### src/rtl/fma9_cpa_norm_prep_pkg.sv
// Shared widths and stage-1 payload for the FMA9 carry-propagate / normalise-prep stage.
package fma9_cpa_norm_prep_pkg;

  localparam int unsigned SIG_WIDTH = 23;
  localparam int unsigned MW        = 2 * (SIG_WIDTH + 1) + 5;
  localparam int unsigned LO_W      = MW / 2;
  localparam int unsigned HI_W      = MW - LO_W;
  localparam int unsigned TAG_W     = 8;
  localparam int unsigned LZC_W     = $clog2(MW + 1);

  // Stage-1 register contents: resolved low half plus raw upper halves.
  typedef struct packed {
    logic [HI_W-1:0]  sum_hi;
    logic [HI_W-1:0]  carry_hi;
    logic [LO_W-1:0]  lo;
    logic             c1;
    logic [TAG_W-1:0] tag;
  } s1_t;

endpackage

### src/rtl/fma9_lzc.sv
// Combinational MW-bit priority leading-zero counter; all-zero input yields MW.
module fma9_lzc
  import fma9_cpa_norm_prep_pkg::*;
(
  input  logic [MW-1:0]    din_i,
  output logic [LZC_W-1:0] lzc_o
);

  // Scan upward so the highest set bit wins.
  always_comb begin
    lzc_o = LZC_W'(MW);
    for (int i = 0; i < int'(MW); i++) begin
      if (din_i[i]) lzc_o = LZC_W'(int'(MW) - 1 - i);
    end
  end

endmodule

### src/rtl/fma9_cpa_norm_prep.sv
// Two-stage split CPA resolving the compressor's sum/carry pair into sign + magnitude.
// Optional leading-zero count enabled by FMA9_CPA_LZC_EN.
module fma9_cpa_norm_prep
  import fma9_cpa_norm_prep_pkg::*;
(
  input  logic             clk,
  input  logic             rst_n,
  input  logic             in_valid,
  output logic             in_ready,
  input  logic [MW-1:0]    man_sum,
  input  logic [MW-1:0]    man_carry,
  input  logic [TAG_W-1:0] in_tag,
  output logic             out_valid,
  input  logic             out_ready,
  output logic             out_sign,
  output logic [MW-1:0]    out_mag,
  output logic             out_zero,
  output logic [LZC_W-1:0] out_lzc,
  output logic [TAG_W-1:0] out_tag
);

  logic             s1_valid_q, s1_valid_d;
  s1_t              s1_q, s1_d;
  logic             out_valid_q, out_valid_d;
  logic             out_sign_q, out_sign_d;
  logic [MW-1:0]    out_mag_q, out_mag_d;
  logic             out_zero_q, out_zero_d;
  logic [LZC_W-1:0] out_lzc_q, out_lzc_d;
  logic [TAG_W-1:0] out_tag_q, out_tag_d;

  logic             s2_free, accept, advance;
  logic [LO_W:0]    lo_sum;
  logic [HI_W-1:0]  hi_sum;
  logic [MW-1:0]    full, mag;
  logic [LZC_W-1:0] lzc_c;

  assign s2_free  = !out_valid_q || out_ready;
  assign in_ready = !s1_valid_q || s2_free;
  assign accept   = in_valid && in_ready;
  assign advance  = s1_valid_q && s2_free;

  assign lo_sum = {1'b0, man_sum[LO_W-1:0]} + {1'b0, man_carry[LO_W-1:0]};
  assign hi_sum = s1_q.sum_hi + s1_q.carry_hi + HI_W'(s1_q.c1);
  assign full   = {hi_sum, s1_q.lo};
  // Most negative value wraps to itself; downstream treats that as documented.
  assign mag    = full[MW-1] ? (~full + MW'(1)) : full;

`ifdef FMA9_CPA_LZC_EN
  fma9_lzc u_lzc (
    .din_i (mag),
    .lzc_o (lzc_c)
  );
`else
  assign lzc_c = '0;
`endif

  // Next-state for both stages; registers hold unless their stage moves.
  always_comb begin
    s1_valid_d  = accept || (s1_valid_q && !s2_free);
    s1_d        = s1_q;
    out_valid_d = advance || (out_valid_q && !out_ready);
    out_sign_d  = out_sign_q;
    out_mag_d   = out_mag_q;
    out_zero_d  = out_zero_q;
    out_lzc_d   = out_lzc_q;
    out_tag_d   = out_tag_q;
    if (accept) begin
      s1_d.sum_hi   = man_sum[MW-1:LO_W];
      s1_d.carry_hi = man_carry[MW-1:LO_W];
      s1_d.lo       = lo_sum[LO_W-1:0];
      s1_d.c1       = lo_sum[LO_W];
      s1_d.tag      = in_tag;
    end
    if (advance) begin
      out_sign_d = full[MW-1];
      out_mag_d  = mag;
      out_zero_d = (full == '0);
      out_lzc_d  = lzc_c;
      out_tag_d  = s1_q.tag;
    end
  end

  always_ff @(posedge clk or negedge rst_n) begin
    if (!rst_n) begin
      s1_valid_q  <= 1'b0;
      s1_q        <= '0;
      out_valid_q <= 1'b0;
      out_sign_q  <= 1'b0;
      out_mag_q   <= '0;
      out_zero_q  <= 1'b0;
      out_lzc_q   <= '0;
      out_tag_q   <= '0;
    end else begin
      s1_valid_q  <= s1_valid_d;
      s1_q        <= s1_d;
      out_valid_q <= out_valid_d;
      out_sign_q  <= out_sign_d;
      out_mag_q   <= out_mag_d;
      out_zero_q  <= out_zero_d;
      out_lzc_q   <= out_lzc_d;
      out_tag_q   <= out_tag_d;
    end
  end

  assign out_valid = out_valid_q;
  assign out_sign  = out_sign_q;
  assign out_mag   = out_mag_q;
  assign out_zero  = out_zero_q;
  assign out_lzc   = out_lzc_q;
  assign out_tag   = out_tag_q;

endmodule
### config.mk
export PLATFORM = sky130hd
export DESIGN_NAME = fma9_cpa_norm_prep
export DESIGN_NICKNAME = d
export VERILOG_FILES = /design/src/rtl/fma9_cpa_norm_prep_pkg.sv /design/src/rtl/fma9_lzc.sv /design/src/rtl/fma9_cpa_norm_prep.sv
export SDC_FILE = /design/constraint.sdc
export NUM_CORES = 1
export LEC_CHECK = 0
export CORE_ASPECT_RATIO = 1.4
export CORE_MARGIN = 8
export CORE_UTILIZATION = 48
export DETAILED_ROUTE_END_ITERATION = 10
export PLACE_DENSITY = 0.83
export REMOVE_ABC_BUFFERS = 1
export SETUP_SLACK_MARGIN = 0.1
export SLEW_MARGIN = 15
export SYNTH_ARGS = -nofsm -noshare
export SYNTH_HDL_FRONTEND = slang
export SYNTH_HIERARCHICAL = 1
export SYNTH_SLANG_ARGS = --single-unit
### constraint.sdc
create_clock -name clk -period 3.35 [get_ports clk]
set_input_delay 0.5025 -clock clk [delete_from_list [all_inputs] [get_ports clk]]
set_output_delay 0.5025 -clock clk [all_outputs]
set_load 0.1 [all_outputs]
-- Word-level counts from Yosys, hierarchy flattened
Cells that the tools add are included.
- bitwise logic cells: 1
- add/sub/neg operators: 4
- reductions and logical operators: 13
- muxes and demuxes: 1
- operator list (operator ; count):
    $add A53 B1 Y53 const B ; 1
    $logic_not A53 Y1 ; 1
    $mux W53 ; 1
    $not A53 Y53 ; 1
    $add A26 B26 Y27 ; 1
    $add A27 B1 Y27 ; 1
    $add A27 B27 Y27 ; 1
    $logic_and A1 B1 Y1 ; 4
    $logic_not A1 Y1 ; 4
    $logic_or A1 B1 Y1 ; 4
- output and inout bits: 71
- logic and storage cells: 30
- flip-flop bits (word level): 154

-- Longest topological paths before layout
Gate-level depths: netlist of the first run.
- depth in word-level cells: 5
- depth in mapped cells: 15
- gate-level depth less buffers: 13

-- Worst setup path after synthesis of the first run
OpenSTA, ideal clock, no wires.
- path type: reg-to-reg
- from: register out_valid_q (netlist: out_valid)
- to: register s1_q[41] (netlist name)
- arrival time: 3420 ps
- stages on the path, launching flop included: 6
- slack: -195 ps
- cells stage by stage: dfrtp_1 nand3b_1 nand2_1 clkbuf_1 clkbuf_1 mux2_2
- cells in the longest elaborated chain, start to end: 4
- ends and longest elaborated chain (item ; RTL line ; text):
    start: declaration ; fma9_cpa_norm_prep.sv:24 ; logic out_valid_q, out_valid_d;
    start signal: assignment ; fma9_cpa_norm_prep.sv:96 ; out_valid_q <= out_valid_d;
    $logic_not A1 Y1 ; fma9_cpa_norm_prep.sv:37 ; assign s2_free = !out_valid_q || out_ready;
    $logic_or A1 B1 Y1 ; fma9_cpa_norm_prep.sv:37 ;
    $logic_or A1 B1 Y1 ; fma9_cpa_norm_prep.sv:38 ; assign in_ready = !s1_valid_q || s2_free;
    named net in_ready ; fma9_cpa_norm_prep.sv:9 ; output logic in_ready,
    $logic_and A1 B1 Y1 ; fma9_cpa_norm_prep.sv:39 ; assign accept = in_valid && in_ready;
    end signal: assignment ; fma9_cpa_norm_prep.sv:86 ; s1_q <= '0;
    end signal: assignment ; fma9_cpa_norm_prep.sv:95 ; s1_q <= s1_d;
    end: declaration ; fma9_cpa_norm_prep.sv:23 ; s1_t s1_q, s1_d;
The timed path passes the listed nets, and every way through them passes these cells.
A chain may end at the register's enable or synchronous reset.

-- Worst setup path after layout of the first run
- from: register s1_q[8] (netlist name)
- to: register out_mag_q[8] (netlist: out_mag[8])
- cells in the longest elaborated chain, start to end: 2
- ends and longest elaborated chain (item ; RTL line ; text):
    $add A27 B1 Y27 ; fma9_cpa_norm_prep.sv:43 ; assign hi_sum = s1_q.sum_hi + s1_q.carry_hi + HI_W'(s1_q.c1);
    $mux W53 ; fma9_cpa_norm_prep.sv:46 ; assign mag = full[MW-1] ? (~full + MW'(1)) : full;
    end signal: assignment ; fma9_cpa_norm_prep.sv:98 ; out_mag_q <= out_mag_d;
    end: declaration ; fma9_cpa_norm_prep.sv:26 ; logic [MW-1:0] out_mag_q, out_mag_d;
Every way passes these cells.

==> summary.txt, run 1 <==
STA
  – RSZ-0062 raised after global routing: yes
  – Final number of setup-violating endpoints: 29
  – Final worst-path cycle share: 104.4%
  – FMAX: 285.8 MHz
  – Clock skew: 10.28 ps
  – Final Hold Fails: 0
  – Slew Viols, Final: 0
  – Setup slack after layout: -148.9 ps
  – Pin slew with the least headroom to its limit: 1011 ps
  – Setup tns final: -1831 ps
  – Rel. slew slack: 32.37%
  – Tmin final: 3499 ps

Setup path
  – Critical path startpoint category: register
  – Critical path type: register to register
  – Crit-path max FO: 7
  – Flop-to-flop setup slack: -150 ps
  – Crit path DAT: 3820 ps
  – CP max stage delay: 430 ps
  – CP most frequent cell: fa_2
  – CP Data Required Time: 3670 ps
  – Slowest cell on crit path: fa_2
  – Worst Setup SP: s1_q[8]$_DFFE_PN0P_
  – Worst setup EP type: register
  – RR Startpoint: s1_q[8]$_DFFE_PN0P_
  – Crit path cell chain: fa_2 > inv_2 > fa_2 > nor2b_4 > o31a_4 > o41ai_4 > a311oi_2 > o211a_1 > mux2i_1 > or2_4 > buf_12 > clkbuf_16 > o31ai_4 > xor2_1 > o21ai_1

GRT
  – GRT overflow: 0
  – Initial antenna violation count: 1
  – GRT Total Usage: 21.53%
  – Vias in the first global route: 8982
  – First-pass GRT wire length: 43210 um
  – Largest net degree at the start of global routing: 75

Floorplanning
  – Die H: 185.0 um
  – Site Rows: 62
  – Initial core utilization: 48.39%
  – CORE AREA: 20250 um2
  – # IOs: 189
  – Die Wd: 136.7 um
  – Die area: 25300 um2

Routing
  – Via Count: 8589
  – Wire per inst: 17.78 um
  – Post-route ant nets: 0
  – DRC Markers: 0
  – Initial DRC count: 400
  – Pre-antenna DRT Iters: 5
  – Vias per cell: 5.577
  – Final WL: 27370 um

Layout
  – Antenna fix cells: 0
  – Share of cells above drive strength 1: 25.70%
  – NumNets Final: 1445
  – Final design utilization: 67.59%
  – Non-filler instance count after layout: 1540
  – Area Growth Syn to Fin: 39.68%

Power and ir drop
  – Pleak: 6.013 nW
  – Peak supply drop: 0.4581 mV
  – Cell Pwr Density: 912.0 nW/um2

Placement
  – Dpl hpwl: 20310 um
  – RD Place Congestion: 0.8969
  – DP Cell Count: 1487
  – IO Port Bufs: 182

Synthesis
  – Ys flop type: dfrtp_1
  – Seq cells post-synth: 154
  – Syn avg cell area: 9.671 um2
  – Sequential share of the synthesized area: 39.34%
  – Cells after Synth: 1013
  – Ys async rst share: 100.0%
  – Ys Warns: 6
  – EDFF count, synth: 0
  – Synth Cell Area: 9797 um2
  – Distinct cells, synth: 83

Run status
  – Status: finished, violations left
  – Failing checks: negative setup slack

Clocking
  – TritonCTS buffer count: 17
  – CTS H-tree depth: 4
  – Skew-Pair Late Insertion Delay: 430 ps
  – CTS clk-pin slew, worst paths: 60 ps
  – Clock sink count: 154
  – TritonCTS clock tree: built
  – Root buf cell: clkbuf_16
  – Max clock buf depth: 2

Flow run
  – MaxCap Viol Count: 0

Min path
  – Hold crit path type: input pin to async pin
## stage by stage
| stage | instance area (um2) | setup slack [ps] | total power, mW | hold slack [ps] |
|---|---|---|---|---|
| 6_report | 13680 | -148.9 | 12.48 | 57.78 |
| 5_1_grt | 13680 | -303.0 | 13.09 | 107.9 |
| 4_1_cts | 13340 | -97.68 | 12.07 | 87.39 |
| 3_5_place_dp | 12320 | -268.8 | 9.634 | 469.9 |
| 3_3_place_gp | 12320 | -234.1 | 9.506 | 463.7 |
| 2_1_floorplan | 9578 | -1656 | 7.696 | 206.9 |
## metal layers
layer / wire length, um / vias up / GRT usage [%]
li1: - / 4149 / -
met1: 9854 / 4115 / 21.93
met2: 15320 / 245 / 40.51
met3: 1151 / 78 / 4.289
met4: 1037 / 2 / 10.58
met5: 9 / - / 0
## power by group
part | total (mW) | switching [mW] | leakage, nW | internal [mW]
Clock | 1.80 | 0.769 | 0.269 | 1.03
Sequential | 2.79 | 0.400 | 1.84 | 2.39
Combinational | 7.89 | 5.06 | 3.90 | 2.83
Total | 12.5 | 6.23 | 6.01 | 6.25
## placed cells by master (no fill, tap or decap), types with 6 or more instances in the layout
cell type	Yosys	routed
a211oi_1	7	6
nor2_1	44	39
xor2_1	46	41
nand3_1	9	9
nor2b_1	9	8
o21a_1	12	12
and3_1	7	7
clkinv_2	0	6
clkbuf_16	0	18
a21o_1	23	23
a31oi_1	10	9
inv_1	27	26
nand2b_1	12	12
xnor2_1	38	33
nor3_1	22	17
conb_1	1	6
nor3_2	2	7
buf_4	8	101
o31ai_1	18	9
clkdlybuf4s50_1	0	159
a21oi_1	52	43
mux2_2	75	75
o21ai_2	1	10
o21ai_0	94	65
o211ai_1	9	9
buf_6	1	11
or3_1	7	7
ha_1	52	52
dfrtp_1	154	154
o21ai_1	17	37
o31ai_4	0	7
nand2_1	124	115
nand4_1	6	6
## flip-flops by register name (all words and copies together) (netlist names)
signal and count:
s1_q 63, out_mag 53, full 26, out_tag 8, out_sign 1, out_valid 1, out_zero 1, s1_valid_q 1
## final timing paths
check	depth (start not counted)	endpoint
setup / recovery	15	out_mag[8]$_DFFE_PN0P_
hold / removal	1	s1_q[6]$_DFFE_PN0P_
setup reg to reg	15	out_mag[8]$_DFFE_PN0P_
hold reg to reg	2	out_mag[44]$_DFFE_PN0P_
max in group asynchronous	2	s1_q[70]$_DFFE_PN0P_
min in group clk	2	out_mag[44]$_DFFE_PN0P_
## synth_stat cells, types with 3 or more instances
cell type / number / area share (%)
nand2_1: 124 / 4.8
nand4_1: 6 / 0.38
nand4b_1: 3 / 0.27
a21o_1: 23 / 1.8
o21a_1: 12 / 0.92
and4_1: 4 / 0.36
buf_1: 5 / 0.19
xnor2_1: 38 / 3.4
and3_1: 7 / 0.45
clkbuf_1: 22 / 0.84
inv_1: 27 / 1.0
dfrtp_1: 154 / 39
o211ai_1: 9 / 0.69
a21oi_1: 52 / 2.7
or4_1: 5 / 0.38
a311oi_1: 3 / 0.27
o21ai_0: 94 / 4.8
fa_1: 3 / 0.61
o21bai_1: 3 / 0.23
ha_1: 52 / 6.6
a211oi_1: 7 / 0.54
o41ai_1: 5 / 0.45
nor2b_1: 9 / 0.57
nand2b_1: 12 / 0.77
nor3_1: 22 / 1.1
buf_2: 11 / 0.56
or3_1: 7 / 0.45
o21ai_1: 17 / 0.87
o31ai_1: 18 / 1.4
nor2_1: 44 / 1.7
nand3_1: 9 / 0.46
a31oi_1: 10 / 0.64
buf_4: 8 / 0.61
or2_2: 4 / 0.26
mux2_2: 75 / 8.6
a211o_1: 4 / 0.36
xor2_1: 46 / 4.1
## cell families after synthesis
group                      share of synthesized area, %
DFF                                               39.34
and+or+nand+nor                                   14.66
other                                           0.03828
buffers and inverters                             3.461
adders and majority gates                         7.254
AOI/OAI and AO/OA                                 19.02
xor gates and xnor gates                          7.510
muxes                                             8.723
## timing repair
item                       4_1_cts  5_1_grt
resized for setup               78       62
gates cloned                     4        1
setup buffers                   13        5
hold buffers                     0        0
setup endpoints to repair       54       56
pin swaps                       26       32
## layout make-up
type	instances	area [um2]
sequential	154	3854
fill	1506	6563
timing repair buffer	284	2759
tap	256	320.3
multi-input combinational	788	6106
clock buffer	19	442.9
inverter	27	101.3
clock inverter	12	101.3
## critical path: cells and delay by family, from the launching register on
kind,cells,cell delay (ps)
flops,1,410
simple gates,2,380
compound gates,6,1190
xor+xnor,1,200
mux,1,140
fa+ha+maj,2,660
buf+inv,3,400
No activity file was read; power rests on OpenSTA's default activity.
==> run 2: changes to the inputs <==
- HOLD_SLACK_MARGIN: default -> 0.1
==> summary.txt, run 2 (same netlist as run 1, synthesis figures left out) <==
Power and ir drop
  – Clock Power Share: 14.4% (about the same)
  – Sequential power share: 22.3% (about the same)
  – Switching part of the total: 49.88% (was 49.90%)
  – Cell internal pwr: 6.253 mW (was 6.252 mW)
  – Combinational Power Share: 63.3% (about the same)
  – Pwr Total: 12.48 mW (about the same)
  – Cell Pwr Density: 911.1 nW/um2 (was 912.0 nW/um2)
  – Pleak: 6.017 nW (was 6.013 nW)
  – Net Sw Power: 6.224 mW (was 6.228 mW)
  – Peak supply drop: 0.4547 mV (was 0.4581 mV)

Setup path
  – Critical path startpoint category: register (unchanged)
  – RR Startpoint: s1_q[8]$_DFFE_PN0P_ (unchanged)
  – Worst setup EP type: register (unchanged)
  – Crit path DAT: 3810 ps (was 3820 ps)
  – Critical path type: register to register (unchanged)
  – Worst Setup SP: s1_q[8]$_DFFE_PN0P_ (unchanged)
  – Crit-path max FO: 7 (unchanged)
  – CP Data Required Time: 3660 ps (was 3670 ps)

Placement
  – RD Place Congestion: 0.8969 (unchanged)
  – Dpl hpwl: 20310 um (unchanged)
  – IO Port Bufs: 182 (unchanged)
  – Placement Cell Area: 12320 um2 (unchanged)

STA
  – RSZ-0062 raised after global routing: yes (unchanged)
  – Final worst-path cycle share: 104.3% (was 104.4%)
  – Clock skew: 10.02 ps (was 10.28 ps)
  – Pin slew with the least headroom to its limit: 1011 ps (about the same)
  – Tmin final: 3495 ps (was 3499 ps)
  – Setup slack after layout: -144.6 ps (was -148.9 ps)
  – Final Hold Fails: 0 (unchanged)
  – FMAX: 286.2 MHz (was 285.8 MHz)
  – Slew Viols, Final: 0 (unchanged)
  – Final number of setup-violating endpoints: 29 (unchanged)
  – Rel. slew slack: 32.37% (about the same)

Routing
  – Initial DRC count: 419 (was 400)
  – Post-route ant nets: 0 (unchanged)
  – Pre-antenna DRT Iters: 7 (was 5)
  – Via Count: 8586 (was 8589)
  – Vias per cell: 5.572 (was 5.577)
  – Final WL: 27350 um (was 27370 um)
  – Wire per inst: 17.75 um (was 17.78 um)
  – DRC Markers: 0 (unchanged)

GRT
  – GRT overflow: 0 (unchanged)
  – Vias in the first global route: 8985 (was 8982)
  – Initial antenna violation count: 1 (unchanged)
  – Largest net degree at the start of global routing: 75 (unchanged)
  – GRT Total Usage: 21.54% (was 21.53%)
  – First-pass GRT wire length: 43240 um (was 43210 um)

Layout
  – Antenna fix cells: 0 (unchanged)
  – Layout fillers: 1503 (was 1506)
  – Most frequent cells in the layout: 159 x clkdlybuf4s50_1, 154 x dfrtp_1, 115 x nand2_1 (unchanged)
  – Most flop-heavy register: s1_q (unchanged)
  – Most common cell after layout, fill and taps aside: clkdlybuf4s50_1 (unchanged)
  – NumNets Final: 1446 (was 1445)
  – Share of cells above drive strength 1: 25.68% (was 25.70%)
  – Final instance area: 13690 um2 (was 13680 um2)
  – Number of flip-flops in the largest register: 63 (unchanged)
  – Area Growth Syn to Fin: 39.78% (was 39.68%)

Min path
  – Hold crit path type: register to register (was input pin to async pin)
  – Hold_sp: out_mag[44]$_DFFE_PN0P_

Clocking
  – CTS H-tree depth: 4 (unchanged)
  – TritonCTS buffer count: 17 (unchanged)
  – Clock sink count: 154 (unchanged)
  – TritonCTS clock tree: built (unchanged)
  – CTS clk-pin slew, worst paths: 60 ps (about the same)
  – Root buf cell: clkbuf_16 (unchanged)
  – Skew-Pair Late Insertion Delay: 430 ps (about the same)
  – Max clock buf depth: 2 (unchanged)

Floorplanning
  – # IOs: 189 (unchanged)
  – Die area: 25300 um2 (unchanged)
  – CORE AREA: 20250 um2 (unchanged)
  – Site Rows: 62 (unchanged)
  – Initial core utilization: 48.39% (unchanged)
  – Die H: 185.0 um (unchanged)
  – Die Wd: 136.7 um (unchanged)

Flow run
  – MaxCap Viol Count: 0 (unchanged)

Run status
  – Status: finished, violations left (unchanged)
  – Failing checks: negative setup slack (unchanged)
[run 2: worst max-delay path: stages, from the launching register on]
cell and delay [ps]:
dfrtp_1 410, fa_2 430, inv_2 70, fa_2 230, nor2b_4 50, o31a_4 300
o41ai_4 260, a311oi_2 180, o211a_1 290, mux2i_1 140, or2_4 330, buf_12 150
clkbuf_16 180, o31ai_4 70, xor2_1 200, o21ai_1 90
[run 2: area by class of cell]
type                       count  area [um2]  area share (%)
tap                          256       320.3           2.339
timing repair buffer         285        2769           20.22
clock buffer                  19       442.9           3.234
clock inverter                12       101.3          0.7401
inverter                      27       101.3          0.7401
multi-input combinational    788        6106           44.59
sequential                   154        3854           28.14
[run 2: power by group through the flow]
stage                     clock (mW)  combinational [mW]  sequential [mW]
after global placement             0                6.75             2.75
final                           1.80                7.89             2.79
after floorplan                    0                2.54             5.15
after detailed placement           0                6.85             2.78
after CTS                       1.83                7.47             2.77
after global routing            1.91                8.33             2.85
[run 2: path summary, 6_finish.rpt]
check                                          end  slack, ps  cells after the start
setup / recovery            out_mag[8]$_DFFE_PN0P_       -140                     15
hold / removal             out_mag[44]$_DFFE_PN0P_        480                      2
setup reg to reg            out_mag[8]$_DFFE_PN0P_       -140                     15
hold reg to reg            out_mag[44]$_DFFE_PN0P_        480                      2
max in group asynchronous     s1_q[70]$_DFFE_PN0P_       1780                      3
min in group asynchronous      s1_q[6]$_DFFE_PN0P_        640                      2
[run 2: per-stage QoR]
| stage | setup slack [ps] | utilization, % | TNS, ps | std cells | hold WS [ps] |
|---|---|---|---|---|---|
| 5_1_grt | -303.0 | 67.64 | -8716 | 1541 | 506.2 |
| 4_1_cts | -97.68 | 65.93 | -1408 | 1536 | 483.9 |
| 3_5_place_dp | -268.8 | 60.85 | -4507 | 1487 | 469.9 |
| 3_3_place_gp | -234.1 | 60.85 | -3520 | 1487 | 463.7 |
| 2_1_floorplan | -1656 | - | -154640 | 969 | 206.9 |
| 6_report | -144.6 | 67.64 | -1686 | 1541 | 482.9 |
[run 2: repair_timing]
| action | CTS | global route |
|---|---|---|
| buffers inserted | 13 | 5 |
| gates resized for setup | 78 | 62 |
| setup endpoints to repair | 54 | 56 |
| hold endpoints to repair | 3 | 0 |
| cloned | 4 | 1 |
| hold buffers | 1 | 0 |
| pin swaps | 26 | 32 |
[run 2: routing by layer]
metal | vias up | wire [um] | share of wire, % | GRT usage (%)
met3 | 68 | 1146 | 4.2 | 4.289
met2 | 248 | 15390 | 56 | 40.55
met1 | 4120 | 9839 | 36 | 21.93
met4 | 2 | 960 | 3.5 | 10.58
li1 | 4148 | - | - | -
met5 | - | 9 | 0.033 | 0
==> run 3: changes to the inputs <==
- CORE_UTILIZATION: 48 -> 57
- PLACE_DENSITY: 0.83 -> 0.92
- clock period: 3.35 -> 4.55 ns (I/O delays scaled with it)
==> summary.txt, run 3 (same netlist as run 1, synthesis figures left out) <==
STA
  – Tmin final: 3897 ps (was 3495 ps)
  – FMAX: 256.6 MHz (was 286.2 MHz)
  – Final worst-path cycle share: 85.64% (was 104.3%)
  – Final Hold Fails: 0 (unchanged)
  – Rel. slew slack: 29.73% (was 32.37%)
  – Clock skew: 21.74 ps (was 10.02 ps)
  – Pin slew with the least headroom to its limit: 1051 ps (was 1011 ps)
  – Setup tns final: 0 ps (was -1686 ps)
  – RSZ-0062 raised after global routing: no (was yes)
  – Setup slack after layout: 653.3 ps (was -144.6 ps)
  – Slew Viols, Final: 0 (unchanged)
  – Final number of setup-violating endpoints: 0 (was 29)

Setup path
  – Worst Setup SP: s1_q[8]$_DFFE_PN0P_ (unchanged)
  – Flop-to-flop setup slack: 650 ps (was -140 ps)
  – Critical path type: register to register (unchanged)
  – Worst setup EP type: register (unchanged)
  – CP Data Required Time: 4890 ps (was 3660 ps)
  – RR Startpoint: s1_q[8]$_DFFE_PN0P_ (unchanged)
  – Crit path DAT: 4230 ps (was 3810 ps)
  – Worst reg-to-reg path cell count: 14 (was 15)
  – Critical path startpoint category: register (unchanged)
  – Worst setup endpoint: out_mag[29]$_DFFE_PN0P_ (was out_mag[8]$_DFFE_PN0P_)
  – Worst flop-to-flop path endpoint: out_mag[29]$_DFFE_PN0P_ (was out_mag[8]$_DFFE_PN0P_)
  – Crit-path max FO: 32 (was 7)

Placement
  – RD Place Congestion: 0.9060 (was 0.8969)
  – Dpl ws: 670.7 ps (was -268.8 ps)
  – Dpl hpwl: 18800 um (was 20310 um)
  – DP Cell Count: 1360 (was 1487)
  – IO Port Bufs: 182 (unchanged)

Power and ir drop
  – Net Sw Power: 4.253 mW (was 6.224 mW)
  – Combinational Power Share: 58.3% (was 63.3%)
  – Pwr Total: 8.223 mW (was 12.48 mW)
  – Cell internal pwr: 3.969 mW (was 6.253 mW)
  – Cell Pwr Density: 665.6 nW/um2 (was 911.1 nW/um2)
  – Switching part of the total: 51.73% (was 49.88%)
  – Pleak: 5.322 nW (was 6.017 nW)
  – Clock Power Share: 17.1% (was 14.4%)
  – Peak supply drop: 0.3739 mV (was 0.4547 mV)
  – Sequential power share: 24.6% (was 22.3%)

Routing
  – Final WL: 24010 um (was 27350 um)
  – Wire per inst: 17.19 um (was 17.75 um)
  – DRC Markers: 0 (unchanged)
  – Post-route ant nets: 0 (unchanged)
  – Pre-antenna DRT Iters: 6 (was 7)
  – Via Count: 8201 (was 8586)
  – Initial DRC count: 300 (was 419)
  – Vias per cell: 5.870 (was 5.572)

GRT
  – GRT overflow: 0 (unchanged)
  – GRT Total Usage: 22.40% (was 21.54%)
  – Vias in the first global route: 8490 (was 8985)
  – Largest net degree at the start of global routing: 82 (was 75)
  – Initial antenna violation count: 5 (was 1)
  – First-pass GRT wire length: 39520 um (was 43240 um)

Clocking
  – Post-CTS setup buffer count: 0 (was 13)
  – Post-CTS sizing: 0 (was 78)
  – TritonCTS buffer count: 17 (unchanged)
  – CTS H-tree depth: 4 (unchanged)
  – Clock sink count: 154 (unchanged)
  – CTS clk-pin slew, worst paths: 70 ps (was 60 ps)
  – CTS Hold Buffers Added: 0 (was 1)
  – Skew-Pair Late Insertion Delay: 430 ps (about the same)
  – Root buf cell: clkbuf_16 (unchanged)
  – Max clock buf depth: 2 (unchanged)
  – TritonCTS clock tree: built (unchanged)

Layout
  – NumNets Final: 1349 (was 1446)
  – Number of flip-flops in the largest register: 63 (unchanged)
  – Non-filler instance count after layout: 1397 (was 1541)
  – Area Growth Syn to Fin: 26.09% (was 39.78%)
  – Final design utilization: 73.46% (was 67.64%)
  – Layout fillers: 1201 (was 1503)
  – Most frequent cells in the layout: 181 x clkdlybuf4s50_1, 154 x dfrtp_1, 122 x nand2_1 (was 159 x clkdlybuf4s50_1, 154 x dfrtp_1, 115 x nand2_1)
  – Most common cell after layout, fill and taps aside: clkdlybuf4s50_1 (unchanged)
  – Share of cells above drive strength 1: 12.53% (was 25.68%)
  – Most flop-heavy register: s1_q (unchanged)
  – Area of the multi-input gates: 5638 um2 (was 6106 um2)
  – Seq. cell area: 3854 um2 (unchanged)

Floorplanning
  – Die area: 21700 um2 (was 25300 um2)
  – # IOs: 189 (unchanged)
  – Die Wd: 126.8 um (was 136.7 um)
  – Initial core utilization: 58.26% (was 48.39%)
  – CORE AREA: 16820 um2 (was 20250 um2)
  – Site Rows: 56 (was 62)
  – Die H: 171.1 um (was 185.0 um)

Run status
  – Status: complete, no violations (was finished, violations left)

Min path
  – Hold crit path type: input pin to async pin (was register to register)

Flow run
  – MaxCap Viol Count: 0 (unchanged)
==> run 3: changes by cell type in the layout (fill, tap and decap cells not counted), moves of 9 or more <==
cell	before	now
a21oi_1	43	52
buf_4	101	4
o21ai_2	10	1
o21ai_1	37	17
buf_6	11	1
clkdlybuf4s50_1	159	181
o31ai_1	9	18
o21ai_0	65	94
==> run 3: power groups by stage <==
stage / logic, mW / registers (mW) / clock network, mW
final: 4.80 / 2.02 / 1.41
after detailed placement: 4.78 / 2.05 / 0
after global placement: 4.70 / 2.02 / 0
after global routing: 5.10 / 2.07 / 1.49
after CTS: 4.81 / 2.02 / 1.43
after floorplan: 1.87 / 3.79 / 0
==> run 3: through the flow <==
stage / hold WS [ps] / cell area, um2
5_1_grt: 330.7 / 12350
4_1_cts: 300.8 / 12340
3_5_place_dp: 469.8 / 11740
3_3_place_gp: 460.9 / 11740
2_1_floorplan: 386.9 / 9578
6_report: 275.7 / 12350
==> run 3: worst min-delay path by stage <==
stage / cells after the start / start / to
6_report: 1 / rst_n / out_mag[4]$_DFFE_PN0P_
5_1_grt: 1 / rst_n / s1_q[37]$_DFFE_PN0P_
4_1_cts: 1 / rst_n / out_mag[4]$_DFFE_PN0P_
3_5_place_dp: 2 / out_mag[34]$_DFFE_PN0P_ / out_mag[34]$_DFFE_PN0P_
3_3_place_gp: 2 / out_mag[49]$_DFFE_PN0P_ / out_mag[49]$_DFFE_PN0P_
2_1_floorplan: 0 / rst_n / full[0]$_DFFE_PN0P_
==> run 3: final cells by class <==
type	instances	area share (%)
diodes	5	0.1013
clock buffers	17	3.444
clock inverters	15	1.418
inverters	27	0.8204
multi-input cells	788	45.64
flip-flops and latches	154	31.20
well taps	203	2.056
repair buffers	188	15.32
==> run 3: per-layer routing <==
layer	up-vias	wire length, um	GRT usage (%)
met5	-	13	0
met4	2	1015	13.18
met3	63	1077	4.361
met2	225	12950	41.07
met1	3930	8953	23.33
li1	3981	-	-
==> run 3: worst max-delay path, stage by stage, from the launching register on <==
cell	delay, ps
dfrtp_1	400
fa_1	550
inv_1	110
fa_1	250
nor2b_4	70
o31a_4	310
o41ai_4	380
a311oi_2	200
o211a_1	280
mux2i_1	180
or2_1	340
buf_12	230
o21ai_0	140
xor2_1	170
o21ai_0	170
